## src/rtl/iq_decim_pkg.sv

```systemverilog
// Shared defaults and width helpers for the IQ decimating averager.
// Optional rounding is enabled by defining IQ_DECIM_ROUND_EN.
package iq_decim_pkg;

  localparam int DW_DEFAULT       = 14;
  localparam int LOG2_MAX_DEFAULT = 4;

  // Sized so a full block of 2^LOG2_MAX extreme samples (plus rounding bias) cannot wrap.
  function automatic int acc_width(input int dw, input int log2_max);
    return dw + log2_max;
  endfunction

  function automatic int log2_dec_width(input int log2_max);
    return $clog2(log2_max + 1);
  endfunction

  localparam int LOG2_DEC_W = $clog2(LOG2_MAX_DEFAULT + 1);

endpackage

```

## src/rtl/iq_decim_acc.sv

```systemverilog
// One-channel block accumulator with arithmetic-shift output stage.
// Defining IQ_DECIM_ROUND_EN adds a round-half-up bias of 2^(k-1) before the shift.
module iq_decim_acc
  import iq_decim_pkg::*;
#(
  parameter int DW       = DW_DEFAULT,
  parameter int LOG2_MAX = LOG2_MAX_DEFAULT
) (
  input  logic                                  clk,
  input  logic                                  rst_n,
  input  logic                                  en,
  input  logic                                  first,
  input  logic                                  last,
  input  logic [log2_dec_width(LOG2_MAX)-1:0]   k,
  input  logic signed [DW-1:0]                  sample,
  output logic signed [DW-1:0]                  avg
);

  localparam int AW = acc_width(DW, LOG2_MAX);

  logic signed [AW-1:0] acc_q, acc_d;
  logic signed [AW-1:0] sample_ext;
  logic signed [AW-1:0] sum;
  logic signed [AW-1:0] biased;
  logic signed [AW-1:0] shifted;
  logic signed [DW-1:0] avg_q, avg_d;

`ifdef IQ_DECIM_ROUND_EN
  logic [AW-1:0] bias;
  // Half an LSB of the output scale; shifting back down makes k=0 give zero bias.
  always_comb begin
    bias   = (AW'(1) << k) >> 1;
    biased = sum + $signed(bias);
  end
`else
  always_comb begin
    biased = sum;
  end
`endif

  // The first sample of a block reloads the sum so no clearing cycle is needed.
  always_comb begin
    sample_ext = {{LOG2_MAX{sample[DW-1]}}, sample};
    sum        = first ? sample_ext : acc_q + sample_ext;
    shifted    = biased >>> k;
    acc_d      = en ? sum : acc_q;
    avg_d      = (en && last) ? shifted[DW-1:0] : avg_q;
  end

  always_ff @(posedge clk or negedge rst_n) begin
    if (!rst_n) begin
      acc_q <= '0;
      avg_q <= '0;
    end else begin
      acc_q <= acc_d;
      avg_q <= avg_d;
    end
  end

  assign avg = avg_q;

endmodule

```

## src/rtl/iq_decim_avg.sv

```systemverilog
// IQ decimating block averager: sums 2^k samples per channel and outputs the scaled mean.
// Rounding is selected by defining IQ_DECIM_ROUND_EN; default build truncates.
module iq_decim_avg
  import iq_decim_pkg::*;
#(
  parameter int DW       = DW_DEFAULT,
  parameter int LOG2_MAX = LOG2_MAX_DEFAULT
) (
  input  logic                                  clk,
  input  logic                                  rst_n,
  input  logic                                  restart,
  input  logic [log2_dec_width(LOG2_MAX)-1:0]   log2_dec,
  input  logic                                  in_valid,
  input  logic signed [DW-1:0]                  in_I,
  input  logic signed [DW-1:0]                  in_Q,
  output logic                                  out_valid,
  output logic signed [DW-1:0]                  out_I,
  output logic signed [DW-1:0]                  out_Q
);

  localparam int KW = log2_dec_width(LOG2_MAX);
  localparam int CW = (LOG2_MAX > 0) ? LOG2_MAX : 1;
  localparam logic [KW-1:0] K_MAX = KW'(LOG2_MAX);

  logic [CW-1:0] cnt_q, cnt_d;
  logic [KW-1:0] k_q, k_d;
  logic          out_valid_q, out_valid_d;

  logic [KW-1:0] k_new;
  logic [KW-1:0] k_eff;
  logic [CW-1:0] idx;
  logic [CW-1:0] last_idx;
  logic          first;
  logic          last;

  // A restart makes the current sample index 0, so the old block can never reach its strobe.
  always_comb begin
    k_new    = (log2_dec > K_MAX) ? K_MAX : log2_dec;
    first    = restart || (cnt_q == '0);
    k_eff    = first ? k_new : k_q;
    idx      = first ? '0 : cnt_q;
    last_idx = CW'((32'd1 << k_eff) - 32'd1);
    last     = (idx == last_idx);

    cnt_d       = cnt_q;
    k_d         = k_q;
    out_valid_d = 1'b0;
    if (in_valid) begin
      k_d         = k_eff;
      cnt_d       = last ? '0 : idx + CW'(1);
      out_valid_d = last;
    end else if (restart) begin
      cnt_d = '0;
    end
  end

  always_ff @(posedge clk or negedge rst_n) begin
    if (!rst_n) begin
      cnt_q       <= '0;
      k_q         <= '0;
      out_valid_q <= 1'b0;
    end else begin
      cnt_q       <= cnt_d;
      k_q         <= k_d;
      out_valid_q <= out_valid_d;
    end
  end

  iq_decim_acc #(.DW(DW), .LOG2_MAX(LOG2_MAX)) u_acc_i (
    .clk    (clk),
    .rst_n  (rst_n),
    .en     (in_valid),
    .first  (first),
    .last   (last),
    .k      (k_eff),
    .sample (in_I),
    .avg    (out_I)
  );

  iq_decim_acc #(.DW(DW), .LOG2_MAX(LOG2_MAX)) u_acc_q (
    .clk    (clk),
    .rst_n  (rst_n),
    .en     (in_valid),
    .first  (first),
    .last   (last),
    .k      (k_eff),
    .sample (in_Q),
    .avg    (out_Q)
  );

  assign out_valid = out_valid_q;

endmodule

```

## config.mk

```make
export PLATFORM = sky130hd
export DESIGN_NAME = iq_decim_avg
export DESIGN_NICKNAME = d
export VERILOG_FILES = /design/src/rtl/iq_decim_pkg.sv /design/src/rtl/iq_decim_acc.sv /design/src/rtl/iq_decim_avg.sv
export SDC_FILE = /design/constraint.sdc
export NUM_CORES = 1
export LEC_CHECK = 0
export BUFFER_PORTS_ARGS = -buffer_cell sky130_fd_sc_hd__buf_4
export CAP_MARGIN = 30
export CORE_MARGIN = 2
export CORE_UTILIZATION = 56
export DETAILED_ROUTE_END_ITERATION = 7
export PLACE_DENSITY_LB_ADDON = 0.05
export SYNTH_ARGS = -nofsm -noshare
export SYNTH_HDL_FRONTEND = slang
export SYNTH_SLANG_ARGS = --single-unit
```

## constraint.sdc

```tcl
create_clock -name clk -period 3.72 [get_ports clk]
set_input_delay 0.186 -clock clk [delete_from_list [all_inputs] [get_ports clk]]
set_output_delay 0.186 -clock clk [all_outputs]
set_load 0.03 [all_outputs]
```

==> results.md, run 1 <==
* Sequential element share of the synthesized area at 25.46%
* Total grt overflow at 0
* Post-synthesis adder-cell area fraction at 6.929%
* Largest net degree at the start of global routing at 73
* Register-to-Register Path Depth at 13
* Die Area at 13550 µm²
* DR pass1 iterations at 7
* Core Region at 12470 µm²
* Number of flops mapped to enable cells by yosys at 0
* CP max-delay cell: or4_4
* Antenna violations before repair at 0
* Type of the worst min-delay path: in -> reg
* Ant diodes at 0
* Synth Register Bits at 72
* CP Max Fanout at 12
* Synth unique cells at 81
* Clock Skews at 10.82 ps
* Critical path endpoint category: flip-flop
* Synth Cell Area at 7078 µm²
* DIE HEIGHT at 116.4 µm
* Fmax achieved at 285.5 MHz
* Synth-to-Final Area Change at 13.81%
* Fin. max-slew vios at 0
* Vias at 7486
* Critical path class: reg -> reg
* Simple-Gate Fraction of Synth Area at 22.52%
* Setup TNS at 0 ps
* Post-synth net total at 969
* Commonest non-fill, non-tap cell in the layout: nor2_1
* Die width at 116.4 µm
* Post-route clock period utilization at 94.15%
* Slowest cell delay on critical path at 690 ps
* Num Clock Sinks at 72
* Worst-skew pair later-pin latency at 350 ps
* Max IR drop VDD at 319.9 µV
* Clk buf depth at 2
* Xor/xnor share of the synthesized area at 1.856%
* Final core utilization at 64.62%
* Synth Flop Type: dfrtp_1
* Hold WS at 130.7 ps
* Detailed Route WL at 22910 µm
* Largest family of logic cells by synthesized area: compound AO/OA/AOI/OAI gates
* Row count at 41
* DRT iter0 DRCs at 655
* Syn avg cell area at 7.900 µm²
* Residual DRC at 0
* Total global-route track usage at 34.29%
* Status: completed
* # setup viols final at 0
* PortBufs at 63
* Synth Area in Compound Gates at 32.14%
* Num CTS Buffers at 9
* Post-synthesis instance total at 896
* WHS Path Cells at 3
* # nets final at 1009
* Actual slew at the worst max-slew pin at 798.4 ps
* Final Hold Fails at 0
* Via/cell ratio at 6.726
* Share of cells above drive strength 1 at 16.47%
* Max-slew headroom at 46.07%
* Mux cell area share after synthesis at 5.851%
* Num ports at 64
* RSZ-0062 raised after global routing: false
* WP data required at 3950 ps
* CP arrival at 3730 ps
* Number of global-route vias before repair at 7034
* GPL Wtd Cong at 0.9218
* CTS tree: built
* Final Total Pwr at 5155 µW
* CTS clk-pin slew, worst paths at 70 ps
* FFs w/ async S/R, synth at 100.0%
* Reg2Reg Setup Slack at 220 ps
* Remaining antenna violation count at 0
* Yosys warning total at 0
* Wirelength per Cell at 20.58 µm
* Final worst path period need at 3502 ps
* Placed inst area at 7686 µm²
* Starting Density at 56.78%
* First-pass GRT wire length at 35940 µm
* DP HPWL at 16930 µm
* Critical path cell sequence: or4_4 -> nand3_2 -> and2_1 -> nand3_1 -> ha_1 -> xnor2_1 -> nor4b_1 -> o31a_1 -> nand2_1 -> inv_2 -> nand2_2 -> a21o_1 -> o221a_2
* Most frequent cells in the layout: nor2_1 (99), buf_4 (91), nand2_1 (87)
* Final Instance Area at 8055 µm²
* Leakage power figure at 0.003395 µW
* Clk root buf: clkbuf_16
* H-Tree Depth at 3
* PD cells at 640.0 nW/µm²
* Max-cap violations at 0
* Crit path launch type: flip-flop
## metal layers
metal,track usage [%],routed length [µm],vias to the layer above
met3,4.722,1418,73
met1,42.54,9300,3578
met2,58.57,11190,336
li1,-,-,3499
met4,16.98,997,0
met5,0,0,-
## layout make-up
type / count / area, µm²
multi-input cells: 743 / 4933
well taps: 172 / 215.2
fillers: 1097 / 4410
clock inverters: 6 / 91.34
inverters: 17 / 63.81
flip-flops and latches: 72 / 1802
repair buffers: 93 / 720.7
clock buffers: 10 / 229.0
## synth_stat cells, drive strengths merged (5+ instances only)
library cell | instances | share of area, %
a221o | 6 | 0.85
o2111ai | 7 | 0.95
clkbuf | 32 | 1.7
o211a | 5 | 0.71
nor2b | 7 | 0.62
a211oi | 27 | 2.9
mux2 | 13 | 2.1
o21ai | 55 | 3.9
nor4 | 5 | 0.44
xor2 | 6 | 0.74
ha | 36 | 6.4
dfrtp | 72 | 25
or2 | 5 | 0.44
nor2 | 102 | 5.4
a21o | 15 | 1.6
and3 | 9 | 0.80
xnor2 | 9 | 1.1
nand2b | 8 | 0.71
a22oi | 5 | 0.53
and2 | 13 | 1.1
o311ai | 6 | 0.74
a21oi | 62 | 4.4
a311oi | 6 | 0.74
inv | 17 | 0.90
o21a | 13 | 1.5
nor3 | 14 | 0.99
a31oi | 25 | 2.4
buf | 32 | 2.6
mux2i | 20 | 2.8
nand3 | 39 | 2.9
o211ai | 15 | 1.6
nand4 | 10 | 0.88
and4 | 5 | 0.62
nand2 | 90 | 4.9
o31a | 5 | 0.62
o221ai | 5 | 0.62
or3 | 12 | 1.1
o31ai | 15 | 1.6
## path summary, 6_finish.rpt
check	startpoint	end
setup / recovery	cnt_q[0]	u_acc_i.avg[12]
hold / removal	in_Q[12]	u_acc_q.acc_q[12]
setup reg to reg	cnt_q[0]	u_acc_i.avg[12]
hold reg to reg	u_acc_i.avg[1]	u_acc_i.avg[1]
max in group asynchronous	rst_n	u_acc_i.avg[2]
min in group asynchronous	rst_n	u_acc_q.acc_q[9]
## cell families after synthesis
| family | after synthesis |
|---|---|
| simple gates | 332 |
| compound gates | 322 |
| buf+inv | 81 |
| flops | 72 |
| fa+ha+maj | 38 |
| mux | 36 |
| xor+xnor | 15 |
## power by group
part	internal (µW)	leakage, µW	switching (µW)	total (µW)
clock network	592	0.000157	377	969
logic	1140	0.00239	1840	2980
registers	1030	0.000851	178	1210
## timing repair
action                     CTS  global route
gates resized for setup      0             2
hold buffers                 0             1
setup buffers                0             0
setup endpoints to repair    0            12
hold endpoints to repair     0            72
## registers in the layout, summed over array words and instances (netlist names)
register	flops
out_valid	1
u_acc_i.acc_q	18
u_acc_q.avg	14
u_acc_q.acc_q	18
cnt_q	4
u_acc_i.avg	14
k_q	3
## stage by stage
| stage | instances | setup slack (ps) |
|---|---|---|
| 3_5_place_dp | 1095 | 151.5 |
| 6_report | 1113 | 217.8 |
| 5_1_grt | 1113 | 17.15 |
| 2_1_floorplan | 896 | 61.37 |
| 3_3_place_gp | 1095 | 352.9 |
| 4_1_cts | 1111 | 121.7 |
## critical path, delay by kind of cell, from the launching register on
| kind | cells | cell delay, ps |
|---|---|---|
| buf+inv | 1 | 100 |
| fa+ha+maj | 1 | 240 |
| simple gates | 7 | 1770 |
| flops | 1 | 450 |
| xor+xnor | 1 | 200 |
| compound gates | 3 | 630 |
No activity file was read; power rests on OpenSTA's default activity.
==> run 2, diff against run 1 <==
Settings changed: CORE_UTILIZATION 56 to 65, PLACE_DENSITY_LB_ADDON 0.05 to 0.3.
Clock period 3.72 ns to 4.25 ns, I/O delays scaled along.
==> results.md, run 2 (synthesis results as in run 1) <==
* RSZ-0062 raised after global routing: false
* Die width at 108.4 µm (-6.9%)
* Multi-input logic area at 4922 µm² (-0.23%)
* Synth-to-Final Area Change at 9.510%
* Crit path launch type: flip-flop
* CP arrival at 4060 ps (+330 ps)
* Num ports at 64 (unchanged)
* Remaining antenna violation count at 0 (unchanged)
* WP data required at 4500 ps (+550 ps)
* Number of fill cells at 889 (-19%)
* DRT iter0 DRCs at 941 (+44%)
* Vias at 7746 (+3.5%)
* Reg2Reg Setup Slack at 440 ps (+230 ps)
* Post-route clock period utilization at 89.58% (-4.6 points)
* DR pass1 iterations at 8 (+1)
* Number of global-route vias before repair at 7083 (+0.70%)
* Critical path class: reg -> reg
* Clk root buf: clkbuf_8
* Actual slew at the worst max-slew pin at 1110 ps (+312.0 ps)
* Final Hold Fails at 0 (unchanged)
* Pre-CTS WS at 595.0 ps (+443.5 ps)
* Setup bufs post-CTS at 0 (unchanged)
* Antenna violations before repair at 0 (unchanged)
* FF+latch area at 1802 µm² (unchanged)
* Core Region at 10750 µm² (-14%)
* GPL Wtd Cong at 1.038 (+13%)
* Row count at 38 (-7.3%)
* Starting Density at 65.87% (+9.1 points)
* CTS clk-pin slew, worst paths at 100 ps (+30 ps)
* Hold bufs inserted after CTS at 0 (unchanged)
* Num CTS Buffers at 9 (unchanged)
* Clock Skews at 14.65 ps (+3.829 ps)
* Share of cells above drive strength 1 at 15.21% (-1.3 points)
* Residual DRC at 0 (unchanged)
* Most frequent cells in the layout: nor2_1 (100), nand2_1 (87), buf_4 (77)
* Ant diodes at 0 (unchanged)
* Type of the worst min-delay path: in -> reg
* Final Instance Area at 7751 µm² (-3.8%)
* Die Area at 11740 µm² (-13%)
* Num Clock Sinks at 72 (unchanged)
* Top Registers: u_acc_i.acc_q (18), u_acc_q.acc_q (18)
* Final worst path period need at 3807 ps (+304.8 ps)
* Fin worst setup slack at 443.0 ps (+225.2 ps)
* H-Tree Depth at 3 (unchanged)
* Fmax achieved at 262.7 MHz (-8.0%)
* PD cells at 540.8 nW/µm² (-15%)
* Leakage power figure at 0.003243 µW (-4.5%)
* Commonest non-fill, non-tap cell in the layout: nor2_1
* CTS tree: built
* Clk buf depth at 2 (unchanged)
* Largest net degree at the start of global routing at 73 (unchanged)
* Total global-route track usage at 40.14% (+5.8 points)
* Worst-skew pair later-pin latency at 370 ps (+20 ps)
* PortBufs at 63 (unchanged)
* Placed inst area at 7541 µm² (-1.9%)
* Max IR drop VDD at 347.3 µV (+8.6%)
* Critical path endpoint category: flip-flop
* DP HPWL at 17220 µm (+1.7%)
* # setup viols final at 0 (unchanged)
* CP Max Fanout at 13 (+1)
* Max-cap violations at 0 (unchanged)
* Detailed Route WL at 23470 µm (+2.4%)
* Status: completed
* Setup TNS at 0 ps (unchanged)
* Total grt overflow at 0 (unchanged)
* DIE HEIGHT at 108.4 µm (-6.9%)
* Wirelength per Cell at 21.99 µm (+6.9%)
* Fin. max-slew vios at 0 (unchanged)
* Max-slew headroom at 25.03% (-21 points)
* # nets final at 995 (-1.4%)
* PostCTS Resize Cnt at 0 (unchanged)
* Via/cell ratio at 7.260 (+7.9%)
* First-pass GRT wire length at 36870 µm (+2.6%)
run 2: cell types whose count changed in the layout (fill, tap and decap cells not counted), sizes merged:
| cell | previous run | this run |
|---|---|---|
| clkbuf | 10 | 9 |
| inv | 18 | 17 |
| clkinvlp | 0 | 4 |
| bufinv | 2 | 0 |
| buf | 92 | 78 |
run 2: cell type report:
cell class,instances,area share (%)
well taps,140,2.260
clock inverters,7,0.6295
clock buffers,9,1.598
multi-input cells,743,63.50
repair buffers,79,7.942
inverters,17,0.8232
flip-flops and latches,72,23.24
run 2: path summary, 6_finish.rpt:
| kind | depth (start not counted) | end | start |
|---|---|---|---|
| worst max register to register | 13 | u_acc_i.avg[12] | cnt_q[0] |
| worst min register to register | 2 | u_acc_q.avg[3] | u_acc_q.avg[3] |
| min in group asynchronous | 2 | u_acc_i.acc_q[15] | rst_n |
| worst max-delay path | 13 | u_acc_i.avg[12] | cnt_q[0] |
| worst min-delay path | 3 | u_acc_q.acc_q[12] | in_Q[12] |
| max in group asynchronous | 3 | u_acc_q.acc_q[2] | rst_n |
run 2: stage by stage:
| step | power [µW] | hold WS [ps] | util, % | instances |
|---|---|---|---|---|
| after global placement | 3511 | 410.1 | 70.18 | 1049 |
| after global routing | 4427 | 136.2 | 72.14 | 1067 |
| final | 4192 | 130.2 | 72.14 | 1067 |
| after detailed placement | 3594 | 426.8 | 70.18 | 1049 |
| after floorplan | 2835 | -83.09 | - | 896 |
| after CTS | 4106 | 26.72 | 71.79 | 1065 |
run 2: layer usage:
| layer | vias up | global-route usage, % | routed length (µm) |
|---|---|---|---|
| met5 | - | 0 | 0 |
| met4 | 0 | 14.10 | 600 |
| met3 | 68 | 7.294 | 2985 |
| met2 | 599 | 61.99 | 10510 |
| met1 | 3621 | 56.48 | 9374 |
| li1 | 3458 | - | - |
run 2: critical path, cell delays in order (launching register included):
cell     delay, ps
dfrtp_1        440
or4_4          670
a21oi_1        350
nor2_2          90
nand3_1        120
ha_1           220
xnor2_1        170
nor4b_1        460
o31a_1         190
nand2_1         80
inv_2          240
nand2_2        190
a21o_1         230
o221a_2        230
run 2: power breakdown:
group / switching, µW / leakage (µW) / total, µW / internal [µW]
Combinational: 1650 / 0.00231 / 2620 / 967
Clock: 301 / 0.0000772 / 511 / 210
Sequential: 165 / 0.000851 / 1060 / 898
Total: 2120 / 0.00324 / 4190 / 2070
